### src/rtl/vic20_pkg.sv
// Shared VIC-20 definitions: SPI address spaces, control-register bits,
// RAM-arbiter state encoding and the buffered SPI request.
`default_nettype none

package vic20_pkg;

  localparam logic [7:0] SPACE_RAM  = 8'h00;
  localparam logic [7:0] SPACE_CTRL = 8'hFF;

  localparam int CTRL_RESET_BIT = 0;
  localparam int CTRL_HALT_BIT  = 1;

  typedef enum logic [1:0] {
    ARB_IDLE  = 2'd0,
    ARB_PEND  = 2'd1,
    ARB_ISSUE = 2'd2,
    ARB_CAP   = 2'd3
  } arb_state_e;

  typedef struct packed {
    logic [15:0] addr;
    logic [7:0]  data;
    logic        we;
  } spi_req_t;

endpackage

`default_nettype wire

### src/rtl/cpu_phase_counter.sv
// Tracks the position inside the CPU period and decodes the CPU write
// strobe and the SPI issue window for the RAM arbiter.
`default_nettype none

module cpu_phase_counter #(
  parameter int CLK_PER_CPU = 25,
  parameter int PW          = $clog2(CLK_PER_CPU + 1)
) (
  input  logic clk,
  input  logic reset_n,
  input  logic cpu_clken_i,
  input  logic cpu_we_i,
  input  logic halted_i,
  output logic cpu_wr_o,
  output logic issue_ok_o
);

  logic [PW-1:0] phase_q;
  logic [PW-1:0] phase_d;

  always_comb begin
    phase_d = phase_q;
    if (cpu_clken_i) begin
      phase_d = PW'(1);
    end else if (phase_q < PW'(CLK_PER_CPU)) begin
      phase_d = phase_q + PW'(1);
    end
  end

  always_ff @(posedge clk or negedge reset_n) begin
    if (!reset_n) begin
      phase_q <= PW'(CLK_PER_CPU);
    end else begin
      phase_q <= phase_d;
    end
  end

  assign cpu_wr_o = (phase_q == PW'(1)) && cpu_we_i && !halted_i;

  // Judged on the next cycle's phase: a pending request moves to ISSUE
  // only if that ISSUE cycle itself lands inside [2, CLK_PER_CPU-3].
  assign issue_ok_o = halted_i ||
                      ((phase_d >= PW'(2)) && (phase_d <= PW'(CLK_PER_CPU - 3)));

endmodule

`default_nettype wire

### src/rtl/vic20_ram_arbiter.sv
// Shares dpram port A between the registered 6502 bus and the SPI slave,
// slotting SPI accesses into idle CPU cycles; also owns the control register.
`default_nettype none

module vic20_ram_arbiter
  import vic20_pkg::*;
#(
  parameter int CLK_PER_CPU = 25
) (
  input  logic        clk,
  input  logic        reset_n,
  input  logic        cpu_clken,
  input  logic [15:0] cpu_addr,
  input  logic [7:0]  cpu_dout,
  input  logic        cpu_we,
  input  logic        spi_wr,
  input  logic        spi_rd,
  input  logic [31:0] spi_addr,
  input  logic [7:0]  spi_di,
  output logic [7:0]  spi_do,
  output logic        ram_we,
  output logic [15:0] ram_addr,
  output logic [7:0]  ram_din,
  input  logic [7:0]  ram_dout,
  output logic [7:0]  cpu_control,
  output logic        spi_busy,
  output logic        overrun
);

  arb_state_e state_q, state_d;
  spi_req_t   req_q, req_d;
  logic [7:0] spi_do_q, spi_do_d;
  logic [7:0] cpu_control_q, cpu_control_d;
  logic       overrun_q, overrun_d;

  logic       w_cpu_wr;
  logic       w_issue_ok;
  logic       w_halted;
  logic       w_ram_stb;
  logic       w_ctrl_wr;
  logic       w_unused;

  assign w_halted  = cpu_control_q[CTRL_HALT_BIT];
  assign w_ram_stb = (spi_wr || spi_rd) && (spi_addr[31:24] == SPACE_RAM);
  assign w_ctrl_wr = spi_wr && (spi_addr[31:24] == SPACE_CTRL);
  assign w_unused  = ^spi_addr[23:16];

  cpu_phase_counter #(
    .CLK_PER_CPU (CLK_PER_CPU)
  ) u_phase (
    .clk         (clk),
    .reset_n     (reset_n),
    .cpu_clken_i (cpu_clken),
    .cpu_we_i    (cpu_we),
    .halted_i    (w_halted),
    .cpu_wr_o    (w_cpu_wr),
    .issue_ok_o  (w_issue_ok)
  );

  always_comb begin
    state_d       = state_q;
    req_d         = req_q;
    spi_do_d      = spi_do_q;
    cpu_control_d = w_ctrl_wr ? spi_di : cpu_control_q;
    overrun_d     = overrun_q || (w_ram_stb && (state_q != ARB_IDLE));
    ram_addr      = cpu_addr;
    ram_din       = cpu_dout;
    ram_we        = w_cpu_wr;

    unique case (state_q)
      ARB_IDLE: begin
        if (w_ram_stb) begin
          // spi_wr wins when both strobes arrive together
          req_d.addr = spi_addr[15:0];
          req_d.data = spi_di;
          req_d.we   = spi_wr;
          state_d    = ARB_PEND;
        end
      end
      ARB_PEND: begin
        if (w_issue_ok) begin
          state_d = ARB_ISSUE;
        end
      end
      ARB_ISSUE: begin
        ram_addr = req_q.addr;
        ram_din  = req_q.data;
        ram_we   = req_q.we;
        state_d  = req_q.we ? ARB_IDLE : ARB_CAP;
      end
      ARB_CAP: begin
        spi_do_d = ram_dout;
        state_d  = ARB_IDLE;
      end
      default: state_d = ARB_IDLE;
    endcase
  end

  always_ff @(posedge clk or negedge reset_n) begin
    if (!reset_n) begin
      state_q       <= ARB_IDLE;
      req_q         <= '0;
      spi_do_q      <= 8'h00;
      cpu_control_q <= 8'h00;
      overrun_q     <= 1'b0;
    end else begin
      state_q       <= state_d;
      req_q         <= req_d;
      spi_do_q      <= spi_do_d;
      cpu_control_q <= cpu_control_d;
      overrun_q     <= overrun_d;
    end
  end

  assign spi_do      = spi_do_q;
  assign cpu_control = cpu_control_q;
  assign overrun     = overrun_q;
  assign spi_busy    = (state_q != ARB_IDLE);

endmodule

`default_nettype wire

### config.mk
export PLATFORM = sky130hd
export DESIGN_NAME = vic20_ram_arbiter
export DESIGN_NICKNAME = d
export VERILOG_FILES = /design/src/rtl/vic20_pkg.sv /design/src/rtl/cpu_phase_counter.sv /design/src/rtl/vic20_ram_arbiter.sv
export SDC_FILE = /design/constraint.sdc
export NUM_CORES = 1
export LEC_CHECK = 0
export ABC_AREA = 1
export BUFFER_PORTS_ARGS = -buffer_cell sky130_fd_sc_hd__buf_2
export CAP_MARGIN = 20
export CELL_PAD_IN_SITES_DETAIL_PLACEMENT = 0
export CELL_PAD_IN_SITES_GLOBAL_PLACEMENT = 2
export CORE_MARGIN = 8
export CORE_UTILIZATION = 27
export CTS_CLUSTER_DIAMETER = 150
export DETAILED_ROUTE_END_ITERATION = 8
export PLACE_DENSITY = 0.9
export SKIP_CTS_REPAIR_TIMING = 1
export SYNTH_ARGS = -nofsm -noshare
export SYNTH_HDL_FRONTEND = slang
export SYNTH_SLANG_ARGS = --single-unit
export TNS_END_PERCENT = 30
### constraint.sdc
create_clock -name clk -period 4.5 [get_ports clk]
set_clock_uncertainty 0.05 [all_clocks]
set_input_delay 0.45 -clock clk [delete_from_list [all_inputs] [get_ports clk]]
set_output_delay 0.45 -clock clk [all_outputs]
set_load 0.01 [all_outputs]
# Word-level counts from Yosys, hierarchy flattened
# Cells that the tools add are included.
[word_totals]
inputBits = 78
output_inout_bits = 43
elab_cells = 43
regBits = 49
[op_classes]
n_addsub = 1
n_reduce_logical = 15
mux = 9
n_eq_ne = 7
n_lt_le_gt_ge = 3
[ops]
columns = ["op", "n"]
rows = [
  ["2-to-1 mux 16 bit", 1],
  ["2-to-1 mux 5 bit", 2],
  ["equality test 8 bit (second input constant)", 1],
  ["zero test 8 bit", 1],
  ["2-to-1 mux 8 bit", 1],
  ["case mux 2 bit (4 select lines)", 1],
  ["logical AND 1 bit", 6],
  ["2-to-1 mux 2 bit", 3],
  ["adder 5 x 1 -> 5 bit (second input constant)", 1],
  ["equality test 5 x 1 -> 1 bit (second input constant)", 1],
  [">= comparator 5 x 2 -> 1 bit (second input constant)", 1],
  ["<= comparator 5 bit (second input constant)", 1],
  ["less-than comparator 5 bit (second input constant)", 1],
  ["equality test 2 bit (second input constant)", 2],
  ["AND reduction 2 bit", 2],
  ["logical OR 1 bit", 3],
  ["equality test 2 x 1 -> 1 bit (second input constant)", 1],
  ["zero test 2 bit", 1],
  ["!= test 2 x 1 -> 1 bit (second input constant)", 1],
  ["!= test 2 bit (second input constant)", 1],
  ["nonzero test 2 bit", 1],
  ["zero test 1 bit", 1],
  ["2-to-1 mux 1 bit", 1],
]

# Longest topological paths before layout
# Gate-level depths: netlist of the first run.
[depth]
depth_word = 8
mapped_depth = 11
ltp_nobuf = 11

# By module
# A second synthesis of the first run with hierarchy kept.
[unflattened]
cells_unflattened = 327
hier_area_um2 = 2600.0
[by_module_without_submodules]
columns = ["module", "seq_area_each_um2", "instances", "area_per_inst_um2", "cells_per_inst"]
rows = [
  ["vic20_ram_arbiter", 1101.1, 1, 2190.9, 271],
  ["cpu_phase_counter", 128.9, 1, 409.1, 56],
]

# Worst setup path after synthesis of the first run
# No wires, ideal clock.
[synth_timing]
kind = "register to output"
from = "reg state_q[1]"
to = "out ram_addr[10]"
n_path_buf = 1
t_required_ps = 4000
t_arrival_ps = 1080
path_stages_with_launch = 6
setup_slack_ps = 2920
path_cell_list = "dfrtp_1 inv_2 nor2_2 clkbuf_1 nand2_1 nand2_1"
[synth_via]
elab_chain_len = 2
[synth_lines]
columns = ["item", "line", "source"]
rows = [
  ["from (decl)", "vic20_ram_arbiter.sv:30", "arb_state_e state_q, state_d;"],
  ["from (signal assigned)", "vic20_ram_arbiter.sv:107", "state_q <= state_d;"],
  ["equality test 2 bit", "vic20_ram_arbiter.sv:70", "unique case (state_q)"],
  ["2-to-1 mux 16 bit", "vic20_ram_arbiter.sv:70", ""],
  ["to (decl)", "vic20_ram_arbiter.sv:22", "output logic [15:0] ram_addr,"],
]
# Every way passes these cells.

# Worst setup path in the final report of the first run
[layout_timing]
from = "reg state_q[1]"
to = "out ram_we"
[layout_via]
elab_chain_len = 2
[layout_lines]
columns = ["item", "line", "source"]
rows = [
  ["equality test 2 bit", "vic20_ram_arbiter.sv:70", ""],
  ["2-to-1 mux 1 bit", "vic20_ram_arbiter.sv:70", ""],
  ["to (decl)", "vic20_ram_arbiter.sv:21", "output logic ram_we,"],
]
# Every way passes these cells.

==> impl_metrics.py, run 1 <==
metrics = {
    "outcome": {
        "status": "completed",
    },
    "synth": {
        "netlist_area_mm2": 0.00255,
        "ys_async_sr_fraction_pct": 100,
        "yosysMostFrequentCell": "nand2_1",
        "synth_seq_area_share_pct": 48.2,
        "synth_cell_types": 28,
        "synth.area.top_cells": "dfrtp_1, nand2_1, o21ai_2, inv_1, mux2_1",
        "synth-edff-count": 0,
        "avgSynthCellArea_um2": 8.37,
        "yosys.area.top_type_share_pct": 45.1,
        "syn_inst": 305,
        "yosysWarnings": 0,
        "synth_ff_type": "dfrtp_1",
        "ys_ff_latch": 49,
        "synth_commonest_cells": "nand2_1, dfrtp_1, inv_1",
        "yosys.area.top_type": "dfrtp_1",
        "syn-num-nets": 385,
    },
    "final_layout": {
        "nNetsFinal": 495,
        "n_antenna_cell": 0,
        "n_fill_cell": 1027,
        "area_delta_synth_final_pct": 28.6,
        "drive_above_1_share_pct": 38.3,
        "multi_input_area_mm2": 0.00108,
        "register_area_mm2": 0.00123,
    },
    "placed_design": {
        "portBuffers": 112,
        "hpwlAfterDp_mm": 5.25,
        "gp_congestion": 0.729,
        "post-place-ws_ns": 2.25,
    },
    "setup_path": {
        "arrival_ns": 1.88,
        "path_max_fanout": 26,
        "criticalPathCategory": "reg2out",
        "cp-end-kind": "primary output",
        "start_kind": "register",
        "crit_required_ns": 4.00,
    },
    "routing": {
        "drtAntennaViolNets": 0,
        "drtIter0Drc": 77,
        "num_vias": 2208,
        "totalWireLength_mm": 6.69,
        "drt_drc_violations_left": 0,
        "viasPerCell": 4.20,
        "drt_pass1_iterations": 4,
        "routedWlPerCell_um": 12.7,
    },
    "clocking": {
        "ctsHtreeMaxLevel": 2,
        "clkSinkCount": 49,
        "cts_buffers": 5,
        "clockBufferDepth": 2,
        "clk_latency_ns": 0.29,
        "root_buffer": "clkbuf_8",
        "clk_pin_slew_ns": 0.09,
        "cts_tree": "done",
    },
    "floorplan": {
        "rows": 35,
        "ioPinCount": 121,
        "initial_core_util_pct": 27.8,
        "die_h_um": 113,
        "die_area_mm2": 0.0128,
        "coreArea_mm2": 0.00920,
        "die_w_um": 113,
    },
    "sta": {
        "layout_setup_ws_ns": 2.12,
        "slew_headroom_pct": 51.5,
        "tightest_slew_ns": 0.728,
        "post-route-period-util_pct": 53.0,
        "timing.fmax_ghz": 0.420,
        "hold_violations": 0,
        "min_period_ns": 2.38,
        "rsz0062_at_grt": "false",
        "setup_violations": 0,
        "tns_ns": 0,
        "maxSlewViolCount": 0,
    },
    "grt": {
        "track_usage_pct": 10.7,
        "grt_pass1_vias": 2314,
        "overflow": 0,
        "grt_antenna_before_repair": 0,
        "grt_start_max_net_pins": 51,
        "grt_pass1_wl_mm": 11.4,
    },
    "power_and_ir_drop": {
        "powerDensity_mw_per_mm2": 397,
        "max-vdd-ir-drop_v": 0.000144,
        "power_leakage_nw": 1.85,
    },
    "worst_hold_path": {
        "hp-class": "in2async",
    },
    "flow_run": {
        "maxCapViolCount": 0,
    },
}
## worst paths after layout
path	start	endpoint	slack, ns	cells after the start
setup / recovery	state_q[1]	ram_we	2.12	7
hold / removal	reset_n	spi_do[2]	0.12	1
setup reg to reg	state_q[1]	req_q[12]	2.68	4
hold reg to reg	overrun	overrun	0.43	1
max in group asynchronous	reset_n	u_phase.phase_q[0]	3.65	2
min in group clk	cpu_clken	u_phase.phase_q[4]	0.26	2
## state kept, by name (all words and copies together) (netlist names)
register         count
spi_do               8
u_phase.phase_q      5
overrun              1
cpu_control          8
req_q               25
state_q              2
## metal layers
metal  wire length, µm  vias up  share of wire, %  global-route usage, %
li1                  -     1165                 -                      -
met1              2920      985                44                   12.9
met2              3190       56                48                   17.8
met3               554        2               8.3                   4.05
met4                23        0              0.34                   2.40
met5                 0        -                 0                      0
## worst max-delay path, cell delays in order, from the launching register on
cell and delay, ns:
dfrtp_1 0.42, inv_2 0.05, nor2_2 0.07, buf_4 0.29, inv_2 0.27, nor2_1 0.26, a21oi_1 0.07, buf_2 0.16
## per-stage QoR
| step | total power [mW] | cells | util [%] | hold slack, ns | cell area (µm²) |
|---|---|---|---|---|---|
| 3_5_place_dp | 1.07 | 519 | 34.8 | 0.408 | 3200 |
| 2_1_floorplan | 0.849 | 305 | - | 0.104 | 2550 |
| 3_3_place_gp | 1.06 | 518 | 34.5 | 0.397 | 3180 |
| 5_1_grt | 1.42 | 526 | 35.7 | 0.147 | 3280 |
| 6_report | 1.30 | 526 | 35.7 | 0.122 | 3280 |
| 4_1_cts | 1.34 | 526 | 35.7 | 0.134 | 3280 |
## placed cells by master, fill, tap and decap left out, drive strengths merged
master / count
a21oi: 2
nor2: 7
nor3: 1
o21ai: 35
dfstp: 3
buf: 114
nand2: 125
dfrtp: 46
inv: 41
or2: 1
o21bai: 1
a31o: 1
ha: 2
mux2: 8
nor4: 3
clkbuf: 7
nand4: 3
a31oi: 1
nand3: 12
clkinv: 2
## power by group
| group | internal, mW | switching, mW |
|---|---|---|
| logic | 0.195 | 0.295 |
| registers | 0.511 | 0.0419 |
| clock network | 0.122 | 0.139 |
| total | 0.828 | 0.476 |
## area by class of cell
cell class / count / area share (%)
flip-flops and latches: 49 / 37.5
multi-input cells: 202 / 32.9
repair buffers: 114 / 17.9
inverters: 43 / 4.92
well taps: 111 / 4.23
clock buffers: 7 / 2.63
## logic make-up after synthesis
logic type / count (synthesis) / share of synthesized area (%)
buf+inv: 54 / 9.56
fa+ha+maj: 2 / 0.980
flops: 49 / 48.2
mux: 8 / 3.53
simple gates: 152 / 25.9
compound gates: 40 / 11.8
No activity file was read; power rests on OpenSTA's default activity.
==> run 2: changes to the inputs <==
--- a/config.mk
+++ b/config.mk
@@ -11,10 +11,10 @@
 export CELL_PAD_IN_SITES_DETAIL_PLACEMENT = 0
 export CELL_PAD_IN_SITES_GLOBAL_PLACEMENT = 2
 export CORE_MARGIN = 8
-export CORE_UTILIZATION = 27
+export CORE_UTILIZATION = 23
 export CTS_CLUSTER_DIAMETER = 150
 export DETAILED_ROUTE_END_ITERATION = 8
-export PLACE_DENSITY = 0.9
+export PLACE_DENSITY = 0.82
 export SKIP_CTS_REPAIR_TIMING = 1
 export SYNTH_ARGS = -nofsm -noshare
 export SYNTH_HDL_FRONTEND = slang
==> constraint.sdc (replaced) <==
create_clock -name clk -period 2 [get_ports clk]
set_clock_uncertainty 0.05 [all_clocks]
set_input_delay 0.2 -clock clk [delete_from_list [all_inputs] [get_ports clk]]
set_output_delay 0.2 -clock clk [all_outputs]
set_load 0.01 [all_outputs]
==> impl_metrics.py, run 2 (synthesis gave the netlist of run 1 again) <==
metrics = {
    "power_and_ir_drop": {
        "powerDensity_mw_per_mm2": 940,
        "clkPwrFrac_pct": 25.9,
        "p_seq_share_pct": 38.8,
        "power_leakage_nw": 1.90,
        "max-vdd-ir-drop_v": 0.000327,
        "p_int_mw": 2.10,
        "p_sw_share_pct": 34.5,
        "switching_power_mw": 1.11,
        "combinationalPowerShare_pct": 35.3,
    },
    "grt": {
        "track_usage_pct": 9.66,
        "grt_pass1_vias": 2396,
        "overflow": 0,
        "grt_pass1_wl_mm": 11.6,
        "grt_start_max_net_pins": 51,
        "grt_antenna_before_repair": 0,
    },
    "placed_design": {
        "hpwlAfterDp_mm": 5.45,
        "portBuffers": 112,
        "place_area_mm2": 0.00326,
        "gp_congestion": 0.698,
    },
    "setup_path": {
        "r2r_setup_slack_ns": 0.36,
        "cp-end-kind": "primary output",
        "timing.rr.start": "u_phase.phase_q[0]",
        "start_kind": "register",
        "critPathLaunch": "state_q[1]",
        "worstPathCellList": "inv_2 -> nor2_2 -> buf_4 -> nand2_1 -> nand2_1 -> buf_2",
        "path_max_fanout": 24,
        "slowest_delay_ns": 0.42,
        "crit_required_ns": 1.75,
        "criticalPathCategory": "reg2out",
        "crit_top_cell": "nand2_1",
        "arrival_ns": 1.56,
        "cpMaxStageDelayCell": "dfrtp_1",
    },
    "routing": {
        "totalWireLength_mm": 6.92,
        "drtIter0Drc": 113,
        "viasPerCell": 4.07,
        "drt_drc_violations_left": 0,
        "num_vias": 2285,
        "drtAntennaViolNets": 0,
        "drt_pass1_iterations": 5,
        "routedWlPerCell_um": 12.3,
    },
    "clocking": {
        "cts_tree": "done",
        "root_buffer": "clkbuf_8",
        "ctsHtreeMaxLevel": 2,
        "clkSinkCount": 49,
        "clockBufferDepth": 2,
        "clk_latency_ns": 0.30,
        "cts_buffers": 5,
        "clk_pin_slew_ns": 0.10,
    },
    "sta": {
        "maxSlewViolCount": 0,
        "timing.fmax_ghz": 0.552,
        "rsz0062_at_grt": "false",
        "min_period_ns": 1.81,
        "tns_ns": 0,
        "post-route-period-util_pct": 90.6,
        "setup_violations": 0,
        "tightest_slew_ns": 0.576,
        "slew_headroom_pct": 61.5,
        "hold_violations": 0,
    },
    "worst_hold_path": {
        "hp-start": "ram_dout[2]",
        "hp-class": "in2reg",
    },
    "final_layout": {
        "regMostFlops": "req_q",
        "area_delta_synth_final_pct": 33.8,
        "drive_above_1_share_pct": 39.2,
        "final_cell_area_mm2": 0.00341,
        "nNetsFinal": 500,
        "largest_reg_flops": 25,
        "layout_commonest_cell": "nand2_1",
        "n_antenna_cell": 0,
        "layout_common_cells": "nand2_1, buf_2, dfrtp_1",
    },
    "floorplan": {
        "die_area_mm2": 0.0147,
        "die_w_um": 121,
        "ioPinCount": 121,
        "initial_core_util_pct": 23.5,
        "coreArea_mm2": 0.0108,
        "rows": 38,
        "die_h_um": 121,
    },
    "outcome": {
        "status": "completed",
    },
    "flow_run": {
        "maxCapViolCount": 0,
    },
}
==> run 2: layout make-up <==
class,instances,area (µm²)
clock buffers,5,68.8
well taps,140,175
inverters,43,164
repair buffers,119,631
flip-flops and latches,49,1230
multi-input cells,202,1080
clock inverters,3,65.1
fillers,1207,7430
==> run 2: stage by stage <==
step           util (%)  worst slack, ns  hold WS [ns]  total power [mW]  std cells
6_report           31.5            0.189        0.0550              3.21        561
5_1_grt            31.5           0.0274        0.0425              3.47        561
4_1_cts            31.3            0.111        -0.320              3.28        559
3_5_place_dp       30.0            0.380        0.0217              2.42        551
3_3_place_gp       30.0            0.380        0.0132              2.41        551
2_1_floorplan         -            0.519        -0.146              1.91        305
==> run 2: power groups by stage <==
| stage | combinational [mW] | sequential, mW | clock, mW |
|---|---|---|---|
| 2_1_floorplan | 0.610 | 1.30 | 0 |
| 3_3_place_gp | 1.15 | 1.26 | 0 |
| 3_5_place_dp | 1.16 | 1.27 | 0 |
| 4_1_cts | 1.16 | 1.25 | 0.873 |
| 5_1_grt | 1.28 | 1.27 | 0.912 |
| 6_report | 1.13 | 1.25 | 0.831 |
==> run 2: path summary, 6_finish.rpt <==
path / cells after the start / end
setup reg to reg: 10 / state_q[1]
hold reg to reg: 1 / overrun
hold / removal: 2 / spi_do[2]
max in group asynchronous: 3 / req_q[11]
setup / recovery: 6 / ram_din[7]
min in group asynchronous: 2 / spi_do[2]
==> run 2: routing by layer <==
layer	vias to the layer above	track usage [%]	share of wire (%)	wire, µm
li1	1175	-	-	-
met3	5	3.26	8.1	559
met2	78	16.0	46	3170
met4	0	2.54	0.77	53
met1	1027	11.7	45	3130
met5	-	0	0	0
==> run 2: critical path, delay by kind of cell, from the launching register on <==
| family | cells | cell delay [ns] |
|---|---|---|
| and+or+nand+nor | 3 | 0.35 |
| buffers and inverters | 3 | 0.49 |
| DFF | 1 | 0.42 |
==> run 3: changes to the inputs <==
--- a/config.mk
+++ b/config.mk
@@ -11,12 +11,13 @@
 export CELL_PAD_IN_SITES_DETAIL_PLACEMENT = 0
 export CELL_PAD_IN_SITES_GLOBAL_PLACEMENT = 2
 export CORE_MARGIN = 8
-export CORE_UTILIZATION = 23
+export CORE_UTILIZATION = 22
 export CTS_CLUSTER_DIAMETER = 150
 export DETAILED_ROUTE_END_ITERATION = 8
-export PLACE_DENSITY = 0.82
+export PLACE_DENSITY = 0.79
 export SKIP_CTS_REPAIR_TIMING = 1
 export SYNTH_ARGS = -nofsm -noshare
 export SYNTH_HDL_FRONTEND = slang
+export SYNTH_HIERARCHICAL = 1
 export SYNTH_SLANG_ARGS = --single-unit
 export TNS_END_PERCENT = 30
==> impl_metrics.py, run 3 <==
metrics = {
    "power_and_ir_drop": {
        "max-vdd-ir-drop_v": 0.000388,
        "power_leakage_nw": 1.99,
        "powerDensity_mw_per_mm2": 972,
    },
    "floorplan": {
        "die_w_um": 125,
        "initial_core_util_pct": 22.7,
        "rows": 39,
        "coreArea_mm2": 0.0115,
        "die_area_mm2": 0.0156,
        "die_h_um": 125,
        "ioPinCount": 121,
    },
    "sta": {
        "post-route-period-util_pct": 92.0,
        "setup_violations": 0,
        "hold_violations": 0,
        "min_period_ns": 1.84,
        "rsz0062_at_grt": "false",
        "slew_headroom_pct": 60.5,
        "tightest_slew_ns": 0.592,
        "tns_ns": 0,
        "maxSlewViolCount": 0,
        "timing.fmax_ghz": 0.543,
    },
    "synth": {
        "synth-edff-count": 0,
        "synth_seq_area_share_pct": 47.3,
        "syn_inst": 327,
        "yosysMostFrequentCell": "nand2_1",
        "netlist_area_mm2": 0.00260,
        "synth_cell_types": 28,
        "synth.area.top_cells": "dfrtp_1, nand2_1, nand4_1, mux2_2, inv_1",
        "yosys.area.top_type_share_pct": 44.3,
        "yosysWarnings": 6,
        "avgSynthCellArea_um2": 7.95,
        "synth_commonest_cells": "nand2_1, dfrtp_1, nand4_1",
        "syn-num-nets": 407,
        "yosys.area.top_type": "dfrtp_1",
        "ys_async_sr_fraction_pct": 100,
        "synth_ff_type": "dfrtp_1",
        "ys_ff_latch": 49,
    },
    "setup_path": {
        "ff2ff_path_depth": 10,
        "arrival_ns": 1.59,
        "rr_endpoint": "state_q[0]",
        "endpoint": "ram_we",
        "path_max_fanout": 6,
        "critPathLaunch": "u_phase/phase_q[0]",
        "crit_required_ns": 1.75,
        "r2r_setup_slack_ns": 0.32,
        "start_kind": "register",
        "timing.rr.start": "u_phase/phase_q[1]",
        "cp-end-kind": "primary output",
        "criticalPathCategory": "reg2out",
    },
    "clocking": {
        "ctsHtreeMaxLevel": 2,
        "cts_tree": "done",
        "clkSinkCount": 49,
        "clk_latency_ns": 0.29,
        "clk_pin_slew_ns": 0.06,
        "cts_buffers": 5,
        "clockBufferDepth": 2,
        "root_buffer": "clkbuf_16",
    },
    "final_layout": {
        "n_antenna_cell": 0,
        "regMostFlops": "req_q",
        "n_fill_cell": 1252,
        "nNetsFinal": 519,
        "final_cell_area_mm2": 0.00348,
        "drive_above_1_share_pct": 35.7,
        "largest_reg_flops": 25,
        "register_area_mm2": 0.00123,
        "layout_commonest_cell": "nand2_1",
        "layoutNonFillerInstCount": 583,
        "area_delta_synth_final_pct": 33.8,
        "layout_common_cells": "nand2_1, buf_2, dfrtp_1",
        "multi_input_area_mm2": 0.00117,
    },
    "routing": {
        "drtAntennaViolNets": 0,
        "drt_pass1_iterations": 4,
        "routedWlPerCell_um": 13.8,
        "drtIter0Drc": 75,
        "met2_length_mm": 3.97,
        "highest_layer": "met4",
        "viasPerCell": 4.20,
        "totalWireLength_mm": 8.02,
        "wl_met1_mm": 3.57,
        "num_vias": 2449,
        "drt_drc_violations_left": 0,
        "wl_met3_um": 402,
    },
    "grt": {
        "track_usage_pct": 10.3,
        "grt_pass1_vias": 2576,
        "grt_pass1_wl_mm": 13.3,
        "overflow": 0,
        "grt_antenna_before_repair": 0,
        "grt_start_max_net_pins": 27,
    },
    "worst_hold_path": {
        "hp-class": "in2reg",
    },
    "placed_design": {
        "gp_congestion": 0.734,
        "place_area_mm2": 0.00330,
        "portBuffers": 112,
        "place_inst": 574,
        "hpwlAfterDp_mm": 6.21,
    },
    "outcome": {
        "status": "completed",
    },
    "flow_run": {
        "maxCapViolCount": 0,
    },
}
run 3: worst min-delay path by stage:
stage / start / end / cells after the start
2_1_floorplan: reset_n / cpu_control[0] / 0
5_1_grt: ram_dout[5] / spi_do[5] / 2
3_5_place_dp: reset_n / req_q[14] / 1
3_3_place_gp: reset_n / req_q[13] / 1
6_report: ram_dout[2] / spi_do[2] / 2
4_1_cts: reset_n / req_q[14] / 1
run 3: power breakdown:
part	total (mW)	leakage [nW]	switching [mW]	internal [mW]
Sequential	1.26	0.645	0.113	1.15
Clock	0.997	0.0841	0.372	0.626
Combinational	1.12	1.26	0.678	0.446
run 3: metrics by stage:
stage,power [mW],hold slack (ns),utilization (%),setup slack (ns)
6_report,3.38,0.0886,30.3,0.160
5_1_grt,3.61,0.0910,30.3,0.00351
4_1_cts,3.46,-0.126,30.2,0.117
3_5_place_dp,2.44,0.191,28.7,0.314
3_3_place_gp,2.42,0.187,28.7,0.326
2_1_floorplan,1.95,-0.146,-,0.458
run 3: area by class of cell:
class	instances	share of cell area [%]
tap	143	5.14
timing repair buffer	120	17.9
clock inverter	1	0.863
clock buffer	7	4.10
inverter	28	3.02
sequential	49	35.4
multi-input combinational	235	33.6
run 3: critical path, cell delays in order, from the launching register on:
cell and delay [ns]:
dfstp_2 0.59, ha_1 0.17, nand4_1 0.11, nor3_1 0.14
o21a_1 0.17, buf_2 0.13
run 3: cell families after synthesis:
kind of cell    Yosys count  synth area share (%)
flops                    49                  47.3
simple gates            212                  37.8
buf+inv                  43                  7.75
compound gates           13                  2.69
mux                       8                  3.47
fa+ha+maj                 2                 0.962
run 3: metal layers:
metal,up-vias,GRT usage [%]
met1,1112,12.2
met2,66,17.8
met4,0,2.98
met3,5,2.77
met5,-,0
li1,1266,-
